<file path="src/rtl/msx_bus_pkg.sv">
// Shared types and constants for the MSX cartridge bus target front-end.
package msx_bus_pkg;

    typedef enum logic [1:0] {
        ST_IDLE,
        ST_REQ,
        ST_DONE
    } bus_target_state_t;

    // Bit 1 selects I/O space, bit 0 selects write.
    typedef enum logic [1:0] {
        MEM_RD = 2'b00,
        MEM_WR = 2'b01,
        IO_RD  = 2'b10,
        IO_WR  = 2'b11
    } req_kind_t;

    localparam logic [7:0] DOUT_IDLE = 8'hFF;

    function automatic req_kind_t make_kind(input logic io, input logic wr);
        return req_kind_t'({io, wr});
    endfunction

    function automatic logic kind_is_io(input req_kind_t k);
        return k inside {IO_RD, IO_WR};
    endfunction

    function automatic logic kind_is_wr(input req_kind_t k);
        return k inside {MEM_WR, IO_WR};
    endfunction

endpackage

</file>
<file path="src/rtl/msx_strobe_edge.sv">
// Registers the sampled RD_n/WR_n strobes and flags their falling edges.
module msx_strobe_edge (
    input  logic i_clk,
    input  logic i_reset,
    input  logic i_rd_n,
    input  logic i_wr_n,
    output logic o_rd_fall,
    output logic o_wr_fall
);

    logic r_prev_rd_n;
    logic r_prev_wr_n;
    logic r_blk_rd;
    logic r_blk_wr;

    // A strobe already low at the last reset edge is masked until it goes
    // high, so it cannot masquerade as a fresh edge once reset releases.
    always_ff @(posedge i_clk) begin
        if (i_reset) begin
            r_prev_rd_n <= 1'b1;
            r_prev_wr_n <= 1'b1;
            r_blk_rd    <= ~i_rd_n;
            r_blk_wr    <= ~i_wr_n;
        end else begin
            r_prev_rd_n <= i_rd_n;
            r_prev_wr_n <= i_wr_n;
            r_blk_rd    <= r_blk_rd & ~i_rd_n;
            r_blk_wr    <= r_blk_wr & ~i_wr_n;
        end
    end

    assign o_rd_fall = r_prev_rd_n & ~i_rd_n & ~r_blk_rd;
    assign o_wr_fall = r_prev_wr_n & ~i_wr_n & ~r_blk_wr;

endmodule

</file>
<file path="src/rtl/msx_bus_target.sv">
// Turns qualified MSX bus strobes into valid/ack device requests and drives
// the return path (read data, bus direction, CPU wait).
module msx_bus_target
    import msx_bus_pkg::*;
#(
    parameter logic [7:0]  IO_MASK  = 8'hFF,
    parameter logic [7:0]  IO_MATCH = 8'h00,
    parameter int unsigned TIMEOUT  = 64,
    parameter bit          WAIT_EN  = 1'b1
) (
    input  logic        CLK,
    input  logic        RESET,
    input  logic [15:0] BUS_ADDR,
    input  logic [7:0]  BUS_DIN,
    input  logic        BUS_SLTSL_n,
    input  logic        BUS_IORQ_n,
    input  logic        BUS_M1_n,
    input  logic        BUS_RFSH_n,
    input  logic        BUS_RD_n,
    input  logic        BUS_WR_n,
    output logic        REQ_VALID,
    output logic        REQ_IO,
    output logic        REQ_WR,
    output logic [15:0] REQ_ADDR,
    output logic [7:0]  REQ_WDATA,
    input  logic        ACK,
    input  logic [7:0]  RDATA,
    output logic [7:0]  BUS_DOUT,
    output logic        BUS_BUSDIR,
    output logic        BUS_WAIT,
    output logic        ERR
);

    localparam int unsigned    CW       = $clog2(TIMEOUT);
    localparam logic [CW-1:0]  CNT_LAST = CW'(TIMEOUT - 1);

    bus_target_state_t r_state;
    bus_target_state_t w_state_nxt;
    req_kind_t         r_kind;
    logic [15:0]       r_addr;
    logic [7:0]        r_wdata;
    logic [7:0]        r_dout;
    logic [CW-1:0]     r_cnt;
    logic              r_err;

    logic w_rd_fall;
    logic w_wr_fall;
    logic w_mem_hit;
    logic w_io_hit;
    logic w_start;
    logic w_ack;
    logic w_timeout;

    msx_strobe_edge u_strobe_edge (
        .i_clk     (CLK),
        .i_reset   (RESET),
        .i_rd_n    (BUS_RD_n),
        .i_wr_n    (BUS_WR_n),
        .o_rd_fall (w_rd_fall),
        .o_wr_fall (w_wr_fall)
    );

    assign w_mem_hit = ~BUS_SLTSL_n & BUS_RFSH_n;
    assign w_io_hit  = ~BUS_IORQ_n & BUS_M1_n
                     & ((BUS_ADDR[7:0] & IO_MASK) == IO_MATCH);
    assign w_start   = (r_state == ST_IDLE) & (w_rd_fall | w_wr_fall)
                     & (w_mem_hit | w_io_hit);
    assign w_ack     = (r_state == ST_REQ) & ACK;
    assign w_timeout = (r_state == ST_REQ) & ~ACK & (r_cnt == CNT_LAST);

    always_ff @(posedge CLK) begin
        if (RESET) begin
            r_state <= ST_IDLE;
        end else begin
            r_state <= w_state_nxt;
        end
    end

    always_comb begin
        w_state_nxt = r_state;
        unique case (r_state)
            ST_IDLE: if (w_start) w_state_nxt = ST_REQ;
            ST_REQ:  if (w_ack || w_timeout) w_state_nxt = ST_DONE;
            ST_DONE: if (BUS_RD_n && BUS_WR_n) w_state_nxt = ST_IDLE;
            default: w_state_nxt = ST_IDLE;
        endcase
    end

    // Memory wins when both decodes hit; a simultaneous RD/WR fall is a write.
    always_ff @(posedge CLK) begin
        if (RESET) begin
            r_kind  <= MEM_RD;
            r_addr  <= '0;
            r_wdata <= '0;
            r_dout  <= DOUT_IDLE;
            r_cnt   <= '0;
            r_err   <= 1'b0;
        end else begin
            r_err <= w_timeout;
            if (w_start) begin
                r_kind  <= make_kind(~w_mem_hit, w_wr_fall);
                r_addr  <= BUS_ADDR;
                r_wdata <= BUS_DIN;
                r_cnt   <= '0;
            end else if (r_state == ST_REQ) begin
                r_cnt <= r_cnt + 1'b1;
            end
            if (w_ack && !kind_is_wr(r_kind)) begin
                r_dout <= RDATA;
            end else if (w_timeout && !kind_is_wr(r_kind)) begin
                r_dout <= DOUT_IDLE;
            end
        end
    end

    always_comb begin
        REQ_VALID  = (r_state == ST_REQ);
        BUS_WAIT   = WAIT_EN & (r_state == ST_REQ);
        BUS_BUSDIR = (r_state == ST_DONE) & ~kind_is_wr(r_kind) & ~BUS_RD_n;
    end

    assign REQ_IO    = kind_is_io(r_kind);
    assign REQ_WR    = kind_is_wr(r_kind);
    assign REQ_ADDR  = r_addr;
    assign REQ_WDATA = r_wdata;
    assign BUS_DOUT  = r_dout;
    assign ERR       = r_err;

endmodule

</file>
<file path="config.mk">
export PLATFORM = sky130hd
export DESIGN_NAME = msx_bus_target
export DESIGN_NICKNAME = d
export VERILOG_FILES = /design/src/rtl/msx_bus_pkg.sv /design/src/rtl/msx_strobe_edge.sv /design/src/rtl/msx_bus_target.sv
export SDC_FILE = /design/constraint.sdc
export NUM_CORES = 1
export LEC_CHECK = 0
export ABC_CLOCK_PERIOD_IN_PS = 1500
export CORE_ASPECT_RATIO = 1.75
export CORE_MARGIN = 4
export CORE_UTILIZATION = 40
export CTS_CLUSTER_SIZE = 10
export DETAILED_ROUTE_END_ITERATION = 7
export DONT_BUFFER_PORTS = 1
export GPL_ROUTABILITY_DRIVEN = 0
export GPL_TIMING_DRIVEN = 0
export SYNTH_ARGS = -nofsm -noshare
export SYNTH_HDL_FRONTEND = slang
export SYNTH_SLANG_ARGS = --single-unit
export TNS_END_PERCENT = 10
</file>
<file path="constraint.sdc">
create_clock -name CLK -period 1.5 [get_ports CLK]
set_input_delay 0.45 -clock CLK [delete_from_list [all_inputs] [get_ports CLK]]
set_output_delay 0.45 -clock CLK [all_outputs]
set_load 0.01 [all_outputs]
</file>
* Word level (Yosys, flattened, before mapping) *
Cells that the tools add are included.

operators by class
  multiplexer cells = 8
  bitwise operators = 27
  add/subtract/negate cells = 1
  equal/unequal tests = 9
  reduce and logical (&&, ||, !) cells = 12

operators by type and width
  kind                                                    count
  AND 1 bit                                               16
  2-to-1 mux 8 bit                                        2
  inverter 1 bit                                          9
  zero test 8 bit                                         1
  adder 6 x 1 -> 6 bit (second input constant)            1
  equality test 2 bit (second input constant)             3
  equality test 6 bit (second input constant)             1
  2-to-1 mux 2 bit                                        3
  one-hot mux 2 bit (3 select lines)                      1
  nonzero test 2 bit                                      3
  equality test 2 x 1 -> 1 bit (second input constant)    2
  inequality test 2 bit (second input constant)           2
  logical AND 1 bit                                       3
  AND reduction 3 bit                                     1
  zero test 2 bit                                         1
  2-to-1 mux 1 bit                                        2
  inequality test 2 x 1 -> 1 bit (second input constant)  1
  OR 1 bit                                                2
  OR reduction 2 bit                                      1
  zero test 1 bit                                         1
  logical OR 1 bit                                        1

word-level totals
  input port bits = 41
  logic and storage cells = 68
  bits in registers = 47

* Depth between registers and ports, before layout *
Gate-level depths: netlist (run 1).

  depth after elaboration = 8
  mapped depth = 6
  mapped depth without buffers = 5

* Modules after synthesis *
From an unflattened synthesis (run 1), not the netlist that was laid out.

unflattened totals
  cells, all modules = 194
  area total of the unflattened synthesis = 1899.3 µm²

modules (own cells, without submodules)
  module           sequential area each (µm²)  times used  cells an instance  area an instance (µm²)
  msx_bus_target   860.8                       1           184                1771.7
  msx_strobe_edge  80.1                        1           10                 127.6

* Worst setup path after synthesis (run 1) *
Ideal clock, no wire load.

  path type = in2reg
  start point = in BUS_ADDR[0]
  end point = reg r_addr[0], in the netlist REQ_ADDR[0]
  arrival = 1437 ps
  slack = -8 ps
  data required time = 1428 ps
  library setup time = 72 ps
  stages = 6
  cells stage by stage = nor4_2 a31oi_1 nor2b_1 buf_4 buf_12 mux2i_1

between the ends
  cells in the longest elaborated chain, start to end = 4

RTL lines
  what                    line                   source
  start: declaration      msx_bus_target.sv:13   input logic [15:0] BUS_ADDR,
  zero test 8 bit         msx_bus_target.sv:65   & ((BUS_ADDR[7:0] & IO_MASK) == IO_MATCH);
  AND 1 bit               msx_bus_target.sv:65
  OR 1 bit                msx_bus_target.sv:67   & (w_mem_hit | w_io_hit);
  AND 1 bit               msx_bus_target.sv:67
  end signal: assignment  msx_bus_target.sv:93   r_addr <= '0;
  end signal: assignment  msx_bus_target.sv:102  r_addr <= BUS_ADDR;
  end: declaration        msx_bus_target.sv:40   logic [15:0] r_addr;

Parallel ways exist; a longest one is shown, timed or not.
A chain may end at the register's enable or synchronous reset.

* Worst setup path after layout (run 1) *
  start point = reg r_state[0]
  end point = out REQ_VALID

between the ends
  cells in the longest elaborated chain, start to end = 1

RTL lines
  what                          line                  source
  start: declaration            msx_bus_target.sv:37  bus_target_state_t r_state;
  start signal: assignment      msx_bus_target.sv:75  r_state <= w_state_nxt;
  equality test 2 x 1 -> 1 bit  n/a
  end: declaration              msx_bus_target.sv:21  output logic REQ_VALID,

No other way between the ends.

==> results.yml, run 1 <==
cells_and_area:
  diodes: 0
  mostFrequentLayoutCell: "nand2b_1"
  final_cells: 268
  drive_gt1_share_pct: 18.69
  area_growth_syn_to_layout_pct: 14.42
  layout.nets: 255
  final_cell_mix: "47 x nand2b_1, 45 x dfxtp_1, 25 x mux2i_1"
routing:
  first_iter_violations: 43
  drt_first_pass_iters: 4
  vias_per_cell: 5.280
  dr_wl_met3_um: 278
  wl_mm: 4.300
  via_count: 1415
  wire_length_per_cell_after_detailed_routing_um: 16.04
  detail-route-antenna-nets: 0
  wl_met1_mm: 1.672
  drc: 0
  topmost_layer_with_routed_signal_wires: "met4"
  met2_wirelength_mm: 2.267
logic_synthesis:
  sequential_share_of_the_synthesized_area_pct: 45.19
  synth_top_cells_by_area: "dfxtp_1 45%, nand2b_1 14%, mux2i_1 12%"
  synth-main-ff-cell: "dfxtp_1"
  netlist-cell-type-count: 36
  synth.ff_latch_count: 47
  post_synth_inst_count: 200
  synth_top_area_share_pct: 45.19
  syn_avg_cell_area_um2: 10.41
  synthesis.area_um2: 2082
  synth_top_cell_by_area: "dfxtp_1"
  synth_enable_flop_cells: 0
  ys_warn_count: 0
  syn-num-nets: 242
  async_reset_ff_share_pct: 0
sta:
  final.period_utilization_pct: 102.1
  final-setup-viol-count: 1
  timing.final.hold_violations: 0
  timing.final.ws_setup_ps: -30.75
  fmax_mhz: 653.3
  post-route-min-period_ps: 1531
  worst_slew_margin_rel_pct: 59.27
  timing.setup.tns_ps: -30.75
  rsz0062_at_grt: "true"
  fin_worst_skew_ps: 7.411
  final-max-slew-violation-count: 0
  worst_pin_slew_ps: 611.0
  hold_slack_ps: 216.7
floorplan:
  start_util_pct: 41.48
  floorplan.io_pins: 79
  fp.coreArea_um2: 5020
  placement_rows: 34
  die_width_um: 62.54
  die-height_um: 103.4
  dieArea_um2: 6469
placed_design:
  io_buffer_count: 0
  dp.cells: 254
  dp_hpwl_mm: 3.199
  place_ws_ps: -183.3
setup_path:
  setup.worst_path.end_class: "primary output"
  critPathLaunchType: "flop"
  reg2reg_slack_ps: 50
  timing.critical_path.arrival_ps: 1080
  worstSetupPathType: "reg2out"
  critPathCapture: "REQ_VALID"
  worst_r2r_path_depth: 5
  critPathRequiredTime_ps: 1050
  cp_max_fo: 6
  crit_path_launch: "r_state[0]"
  reg2reg_from: "r_cnt[0]"
  r2r_end: "BUS_DOUT[7]"
grt:
  maximum_number_of_pins_on_one_net_before_global_route_repair: 14
  grt_antenna_before_repair: 0
  overflow: 0
  track_usage_pct: 13.60
  grt_first_pass_wirelength_mm: 6.969
  first_global_vias: 1428
hold_path:
  min-delay-path-class: "in2reg"
  worstHoldStart: "BUS_WR_n"
pwr:
  power_leakage_nw: 0.8465
  finalPower_w: 0.002382
  power-per-cell-area_nw_per_um2: 999.8
  ir_worst_vdd_uv: 593.7
cts:
  htree_levels: 2
  cts_clk_pin_slew_worst_paths_ps: 90
  cts.root.buffer_cell: "clkbuf_8"
  cts_tree: "done"
  clock_insertion_delay_worst_skew_ps: 290
  tritoncts.num_buffers: 5
  clk_path_buf_depth: 2
  cts-hold-fix-buffers: 0
  clock-sinks: 47
run_status:
  outcome: "finished with violations"
  violations: "setup timing"
job:
  max-cap-violations: 0
==> metal layers <==
metal / vias up / global-route usage [%]
met1: 652 / 15.73
li1: 705 / -
met4: 0 / 6.293
met3: 7 / 3.676
met2: 51 / 23.52
met5: - / 0
==> area by class of cell <==
class | count | area (um2)
Tap cell | 54 | 67.56
Multi-Input combinational cell | 137 | 1080
Buffer | 15 | 127.6
Sequential cell | 47 | 943.4
Timing Repair Buffer | 6 | 60.06
Inverter | 1 | 3.754
Clock buffer | 8 | 100.1
Fill cell | 512 | 2638
==> what timing repair did <==
| item | CTS | global route |
|---|---|---|
| resized for setup | 7 | 10 |
| gates cloned | 1 | 1 |
| endpoints found under the hold margin | 0 | 0 |
| pin swaps | 0 | 2 |
| buffers inserted | 0 | 4 |
| endpoints found under the setup margin | 3 | 35 |
==> stage by stage <==
step                      instance area (um2)  util, %
after global placement                   2158    43.00
after detailed placement                 2158    43.00
after floorplan                          2091        -
final                                    2382    47.46
after global routing                     2382    47.46
after CTS                                2287    45.56
==> critical path, cell delays in order, from the launching register on <==
cell	delay, ps
dfxtp_2	360
nor2b_4	190
buf_6	150
buf_6	100
==> flip-flops by register name, indices dropped and copies added (netlist names) <==
register and flops:
BUS_DOUT 8, ERR 1, REQ_ADDR 16, REQ_WDATA 8
r_cnt 6, r_kind 2, r_state 2, u_strobe_edge.r_blk_rd 1
u_strobe_edge.r_blk_wr 1, u_strobe_edge.r_prev_rd_n 1, u_strobe_edge.r_prev_wr_n 1
==> how the worst min path moves through the flow <==
| stage | to | slack [ps] | depth (start not counted) |
|---|---|---|---|
| 2_1_floorplan | ERR | 440 | 2 |
| 3_3_place_gp | ERR | 460 | 2 |
| 3_5_place_dp | ERR | 460 | 2 |
| 4_1_cts | u_strobe_edge.r_blk_wr | 210 | 1 |
| 5_1_grt | u_strobe_edge.r_blk_rd | 200 | 1 |
| 6_report | u_strobe_edge.r_blk_wr | 220 | 1 |
==> where the power goes <==
part	total [W]	internal [W]	switching [W]	leakage (nW)
sequential	0.00133	0.00129	0.0000428	0.383
combinational	0.000233	0.000129	0.000104	0.412
clock	0.000818	0.000421	0.000397	0.0515
total	0.00238	0.00184	0.000544	0.846
==> cell families (layout without fill, tap and decap cells) <==
kind of cell               after synthesis  count (layout)  synth area share [%]
and+or+nand+nor                         88              88                 27.46
DFF                                     47              47                 45.19
muxes                                   25              25                 12.02
AOI/OAI and AO/OA                       18              18                 6.971
buffers and inverters                   16              30                 5.648
xor gates and xnor gates                 5               5                 2.103
adders and majority gates                1               1                0.6009
==> Yosys cell counts, drive strengths merged, types with 3 or more instances <==
library cell   n
nor2b          3
nand2          5
clkbuf         8
mux2i         25
nand2b        47
nor3           8
xor2           4
dfxtp         47
nor2           9
buf            7
o22a           8
a31oi          3
Note: power is estimated with default switching activity, not from simulation.
==> run 2: changes to the inputs <==
--- a/config.mk
+++ b/config.mk
@@ -8,12 +8,13 @@
 export ABC_CLOCK_PERIOD_IN_PS = 1500
 export CORE_ASPECT_RATIO = 1.75
 export CORE_MARGIN = 4
-export CORE_UTILIZATION = 40
+export CORE_UTILIZATION = 52
 export CTS_CLUSTER_SIZE = 10
 export DETAILED_ROUTE_END_ITERATION = 7
 export DONT_BUFFER_PORTS = 1
 export GPL_ROUTABILITY_DRIVEN = 0
 export GPL_TIMING_DRIVEN = 0
+export PLACE_DENSITY = 0.7
 export SYNTH_ARGS = -nofsm -noshare
 export SYNTH_HDL_FRONTEND = slang
 export SYNTH_SLANG_ARGS = --single-unit
==> run 2 against run 1 <==
Net effect: critical endpoint unchanged; highest routed layer unchanged; sequential share of layout area is 1.1 points lower; the flow still finishes with violations (setup timing); non-clock buffer count rose by 1; largest power group unchanged; hold slack lost 7.0 ps; combinational power rose by 6%.
==> results.yml, run 2 (synthesized netlist as in run 1, its figures left out) <==
grt:
  maximum_number_of_pins_on_one_net_before_global_route_repair: 15
  grt_antenna_before_repair: 0
  grt.busiest_layer: "met2"
  first_global_vias: 1575
  use_met1_pct: 17.09
  overflow: 0
  globalRouteMet2Util_pct: 32.31
  grt_first_pass_wirelength_mm: 7.162
  global_route.usage.met3_pct: 5.493
  track_usage_pct: 17.43
routing:
  drt_first_pass_iters: 4
  wire_length_per_cell_after_detailed_routing_um: 17.39
  wl_mm: 4.573
  first_iter_violations: 47
  vias_per_cell: 5.593
  via_count: 1471
  drc: 0
  detail-route-antenna-nets: 0
cells_and_area:
  diodes: 0
  filler_cell_count: 320
  layout.nets: 256
  mostFrequentLayoutCell: "nand2b_1"
  final_cell_mix: "47 x nand2b_1, 43 x dfxtp_1, 23 x mux2i_1"
  final_design_area_no_fill_um2: 2457
  flip_flop_count_of_the_largest_register_after_layout: 16
  area_growth_syn_to_layout_pct: 18.03
  drive_gt1_share_pct: 20.47
cts:
  clock-sinks: 47
  cts_clk_pin_slew_worst_paths_ps: 90
  clk_path_buf_depth: 2
  cts_tree: "done"
  cts.root.buffer_cell: "clkbuf_8"
  cts-hold-fix-buffers: 0
  htree_levels: 2
  clock_insertion_delay_worst_skew_ps: 300
  tritoncts.num_buffers: 5
setup_path:
  setup.worst_path.end_class: "primary output"
  timing.critical_path.arrival_ps: 1060
  crit_chain: "nor2b_4, buf_6, buf_6"
  worst_path_largest_cell_delay_ps: 370
  crit_slowest_cell: "dfxtp_2"
  critical-path-top-delay-family: "flip-flops"
  worstSetupPathType: "reg2out"
  worst_path_most_repeated_cell: "buf_6"
  cp_max_fo: 6
  critPathLaunchType: "flop"
  crit_buf_inv: 2
  critPathRequiredTime_ps: 1050
sta:
  fmax_mhz: 662.8
  timing.final.hold_violations: 0
  final-max-slew-violation-count: 0
  final-setup-viol-count: 1
  hold_slack_ps: 209.7
  final.period_utilization_pct: 100.6
  timing.final.ws_setup_ps: -8.772
  post-route-min-period_ps: 1509
  worst_pin_slew_ps: 613.0
  fin_worst_skew_ps: 11.46
  rsz0062_at_grt: "true"
  worst_slew_margin_rel_pct: 59.13
floorplan:
  fp.coreArea_um2: 3866
  placement_rows: 30
  die_width_um: 55.83
  floorplan.io_pins: 79
  die-height_um: 91.71
  start_util_pct: 53.85
  dieArea_um2: 5120
pwr:
  ir_worst_vdd_uv: 961.1
  power-per-cell-area_nw_per_um2: 1082
  power_leakage_nw: 0.8739
run_status:
  outcome: "finished with violations"
  violations: "setup timing"
job:
  max-cap-violations: 0
placed_design:
  dp_hpwl_mm: 3.231
  placed_cell_area_um2: 2151
  io_buffer_count: 0
hold_path:
  min-delay-path-class: "in2reg"
==> run 2: layout make-up <==
cell class	instances	area [um2]	area share, %
Timing Repair Buffer	7	91.34	3.717
Buffer	15	131.4	5.346
Inverter	1	3.754	0.1527
Sequential cell	47	945.9	38.49
Clock inverter	2	60.06	2.444
Tap cell	48	60.06	2.444
Multi-Input combinational cell	137	1092	44.45
Clock buffer	6	72.57	2.953
==> run 2: per-stage QoR <==
step / setup TNS (ps) / total power [W] / cells / setup WS [ps] / utilization, %
6_report: -8.772 / 0.002658 / 263 / -8.772 / 63.56
5_1_grt: -650.9 / 0.002766 / 263 / -61.18 / 63.56
4_1_cts: -1.593 / 0.002643 / 258 / -1.593 / 60.16
3_5_place_dp: -3498 / 0.001561 / 248 / -163.1 / 55.63
3_3_place_gp: -2506 / 0.001550 / 248 / -96.17 / 55.63
2_1_floorplan: 0 / 0.001521 / 200 / 8.848 / -
==> run 2: path summary, 6_finish.rpt <==
path | from | to | slack (ps) | cells after the start
hold reg to reg | r_cnt[5] | ERR | 470 | 2
hold / removal | BUS_WR_n | u_strobe_edge.r_blk_wr | 210 | 1
setup / recovery | r_state[0] | REQ_VALID | -9 | 3
setup reg to reg | u_strobe_edge.r_prev_wr_n | REQ_WDATA[7] | 30 | 6
==> run 2: timing repair <==
| action | in CTS | in global routing |
|---|---|---|
| pin swaps | 1 | 2 |
| setup endpoints to repair | 4 | 36 |
| resized for setup | 7 | 15 |
| gates cloned | 1 | 2 |
| setup buffers | 1 | 3 |
==> run 2: routing by layer <==
layer	vias to the layer above	share of wire (%)
li1	701	-
met1	705	35
met2	54	56
met3	11	7.1
met4	0	2.6
met5	-	0
==> run 2: power breakdown <==
group | leakage [nW] | total, W | switching, W | internal [W]
clock network | 0.0654 | 0.00108 | 0.000413 | 0.000666
logic | 0.426 | 0.000246 | 0.000109 | 0.000137
registers | 0.383 | 0.00133 | 0.0000447 | 0.00129
total | 0.874 | 0.00266 | 0.000566 | 0.00209
==> run 3: changes to the inputs <==
--- a/config.mk
+++ b/config.mk
@@ -5,7 +5,7 @@
 export SDC_FILE = /design/constraint.sdc
 export NUM_CORES = 1
 export LEC_CHECK = 0
-export ABC_CLOCK_PERIOD_IN_PS = 1500
+export ABC_CLOCK_PERIOD_IN_PS = 1900
 export CORE_ASPECT_RATIO = 1.75
 export CORE_MARGIN = 4
 export CORE_UTILIZATION = 52
@@ -14,8 +14,9 @@
 export DONT_BUFFER_PORTS = 1
 export GPL_ROUTABILITY_DRIVEN = 0
 export GPL_TIMING_DRIVEN = 0
-export PLACE_DENSITY = 0.7
+export PLACE_DENSITY = 0.67
 export SYNTH_ARGS = -nofsm -noshare
 export SYNTH_HDL_FRONTEND = slang
+export SYNTH_HIERARCHICAL = 1
 export SYNTH_SLANG_ARGS = --single-unit
 export TNS_END_PERCENT = 10
==> constraint.sdc (replaced) <==
create_clock -name CLK -period 1.9 [get_ports CLK]
set_input_delay 0.57 -clock CLK [delete_from_list [all_inputs] [get_ports CLK]]
set_output_delay 0.57 -clock CLK [all_outputs]
set_load 0.01 [all_outputs]
==> run 3 against run 2 <==
Net effect: the flow now finishes without violations; via count is 6.9% lower; global-route usage is 1.1 points higher; non-clock buffer count is 9 lower; hold slack better by 140 ps; core utilization is 4.5 points lower; clock power is 46% lower; clock-buffer cell count stayed put; clock skew is 1.2 ps lower; first-iteration DRC count is 51% lower; sequential share of layout area is 7.5 points higher; power is 34% lower; flip-flop and latch count stayed put; critical path type unchanged; largest cell class is now flip-flops and latches; largest power group unchanged.
==> results.yml, run 3 <==
run_status:
  outcome: "finished, final reports clean"
routing:
  drc: 0
  wl_mm: 4.020
  wire_length_per_cell_after_detailed_routing_um: 16.28
  vias_per_cell: 5.547
  drt_first_pass_iters: 4
  via_count: 1370
  detail-route-antenna-nets: 0
  first_iter_violations: 23
grt:
  maximum_number_of_pins_on_one_net_before_global_route_repair: 15
  grt_first_pass_wirelength_mm: 6.472
  first_global_vias: 1460
  grt_antenna_before_repair: 0
  track_usage_pct: 18.50
  overflow: 0
sta:
  timing.final.hold_violations: 0
  final.period_utilization_pct: 94.14
  final-setup-viol-count: 0
  worst_slew_margin_rel_pct: 68.42
  rsz0062_at_grt: "false"
  worst_pin_slew_ps: 467.6
  final-max-slew-violation-count: 0
  fin_worst_skew_ps: 10.27
  post-route-min-period_ps: 1789
  timing.setup.tns_ps: 0
  fmax_mhz: 559.1
setup_path:
  crit_chain: "nand2b_1, buf_6, inv_2, buf_4"
  worstSetupPathType: "reg2out"
  critPathLaunchType: "flop"
  worst_path_largest_cell_delay_ps: 340
  setup.worst_path.end_class: "primary output"
  critPathRequiredTime_ps: 1330
  timing.critical_path.arrival_ps: 1220
  cp_max_fo: 7
  crit_slowest_cell: "dfxtp_1"
  crit_buf_inv: 3
  critical-path-top-delay-family: "buffers and inverters"
placed_design:
  placed_cell_area_um2: 1956
  dp_hpwl_mm: 3.178
  io_buffer_count: 0
cells_and_area:
  area_growth_syn_to_layout_pct: 7.773
  layout.nets: 243
  final_cell_mix: "55 x nand2_1, 47 x dfxtp_1, 26 x mux2i_1"
  diodes: 0
  drive_gt1_share_pct: 10.89
  flip_flop_count_of_the_largest_register_after_layout: 16
  register_area_um2: 940.9
  mostFrequentLayoutCell: "nand2_1"
  final_design_area_no_fill_um2: 2047
  area_of_the_multi_input_gates_um2: 870.8
  filler_cell_count: 327
logic_synthesis:
  synthesis.area_um2: 1899
  netlist-cell-type-count: 34
  syn-num-nets: 236
  ys_top_cells_by_count: "55 x nand2_1, 47 x dfxtp_1, 26 x mux2i_1"
  post_synth_inst_count: 194
  sequential_share_of_the_synthesized_area_pct: 49.54
  synth_top_cells_by_area: "dfxtp_1 50%, mux2i_1 14%, nand2_1 11%"
  ys_warn_count: 6
  async_reset_ff_share_pct: 0
  synth-main-ff-cell: "dfxtp_1"
  synth_enable_flop_cells: 0
  syn_avg_cell_area_um2: 9.790
  synth_top_area_share_pct: 49.54
  synth_top_cell_by_area: "dfxtp_1"
  synth.ff_latch_count: 47
  yosys.cell_count.top_type: "nand2_1"
cts:
  clock-sinks: 47
  clk_path_buf_depth: 2
  tritoncts.num_buffers: 5
  cts_clk_pin_slew_worst_paths_ps: 80
  htree_levels: 2
  cts.repair_timing.setup_buffer_count: 0
  cts_tree: "done"
  cts.root.buffer_cell: "clkbuf_8"
  clock_insertion_delay_worst_skew_ps: 300
  post_cts.resized_instances: 0
  cts-hold-fix-buffers: 0
floorplan:
  die-height_um: 87.95
  fp.coreArea_um2: 3468
  placement_rows: 28
  die_width_um: 53.69
  dieArea_um2: 4722
  start_util_pct: 54.76
  floorplan.io_pins: 79
pwr:
  p_comb_share_pct: 7.4
  power_leakage_nw: 0.7228
  sw_frac_of_total_pct: 24.42
  power_frac_clock_pct: 33.0
  power-per-cell-area_nw_per_um2: 858.9
  seqPwrFrac_pct: 59.6
  power.net_switching_w: 0.0004294
  ir_worst_vdd_uv: 572.4
  cell_internal_pwr_w: 0.001329
hold_path:
  min-delay-path-class: "in2reg"
job:
  max-cap-violations: 0
-- run 3: changes by cell type in the layout (fill, tap and decap cells not counted), sizes merged, moves of 3 or more --
cell | previous run | this run
a31oi | 3 | 0
nand2 | 5 | 55
clkbuf | 16 | 9
nor2 | 9 | 3
nor2b | 3 | 0
nand2b | 47 | 2
-- run 3: layer usage --
layer / track usage [%] / vias to the layer above / share of wire, %
li1: - / 671 / -
met1: 17.47 / 633 / 34
met2: 34.11 / 60 / 55
met3: 7.155 / 6 / 10
met4: 6.977 / 0 / 1.4
met5: 0 / - / 0
-- run 3: per-stage QoR --
| step | power, W | util (%) | hold slack [ps] | setup WS [ps] | std cells |
|---|---|---|---|---|---|
| 6_report | 0.001758 | 59.02 | 347.2 | 111.4 | 247 |
| 3_5_place_dp | 0.001203 | 56.39 | 465.2 | -178.3 | 239 |
| 5_1_grt | 0.001831 | 59.02 | 335.4 | 33.16 | 247 |
| 3_3_place_gp | 0.001196 | 56.39 | 450.0 | -90.96 | 239 |
| 4_1_cts | 0.001774 | 58.84 | 337.5 | 23.35 | 247 |
| 2_1_floorplan | 0.001174 | - | 444.6 | 191.7 | 194 |
-- run 3: area by class of cell --
type | instances | share of cell area, %
Buffer | 13 | 4.034
Clock buffer | 6 | 3.545
Sequential cell | 47 | 45.97
Inverter | 3 | 0.5501
Tap cell | 45 | 2.751
Clock inverter | 2 | 0.6112
Multi-Input combinational cell | 131 | 42.54
-- run 3: cells by family (layout without fill, tap and decap cells) --
kind of cell / Yosys count / after routing / share of synthesized area, %
xor+xnor: 5 / 5 / 2.306
compound gates: 17 / 17 / 8.894
flops: 47 / 47 / 49.54
fa+ha+maj: 1 / 1 / 0.6587
simple gates: 82 / 82 / 19.96
mux: 26 / 26 / 13.70
buf+inv: 16 / 24 / 4.941
-- run 3: power by group through the flow --
stage	clock (W)	sequential, W	combinational, W
5_1_grt	0.000632	0.00105	0.000146
6_report	0.000580	0.00105	0.000130
3_5_place_dp	0	0.00107	0.000131
2_1_floorplan	0	0.00106	0.000110
3_3_place_gp	0	0.00107	0.000126
4_1_cts	0.000594	0.00105	0.000132
-- run 3: final timing paths --
path / from / to / slack, ps / cells after the start
worst max-delay path: r_state[1] / REQ_VALID / 110 / 4
worst max register to register: r_cnt[0] / BUS_DOUT[4] / 250 / 5
worst min register to register: u_strobe_edge/r_blk_rd / u_strobe_edge/r_blk_rd / 490 / 1
worst min-delay path: ACK / ERR / 350 / 1
-- run 3: worst register-to-register path, stage by stage (launching register included) --
cell and delay (ps):
dfxtp_1 340, ha_1 210, and2_1 180, a41oi_1 440, o31ai_4 150, o22a_1 220
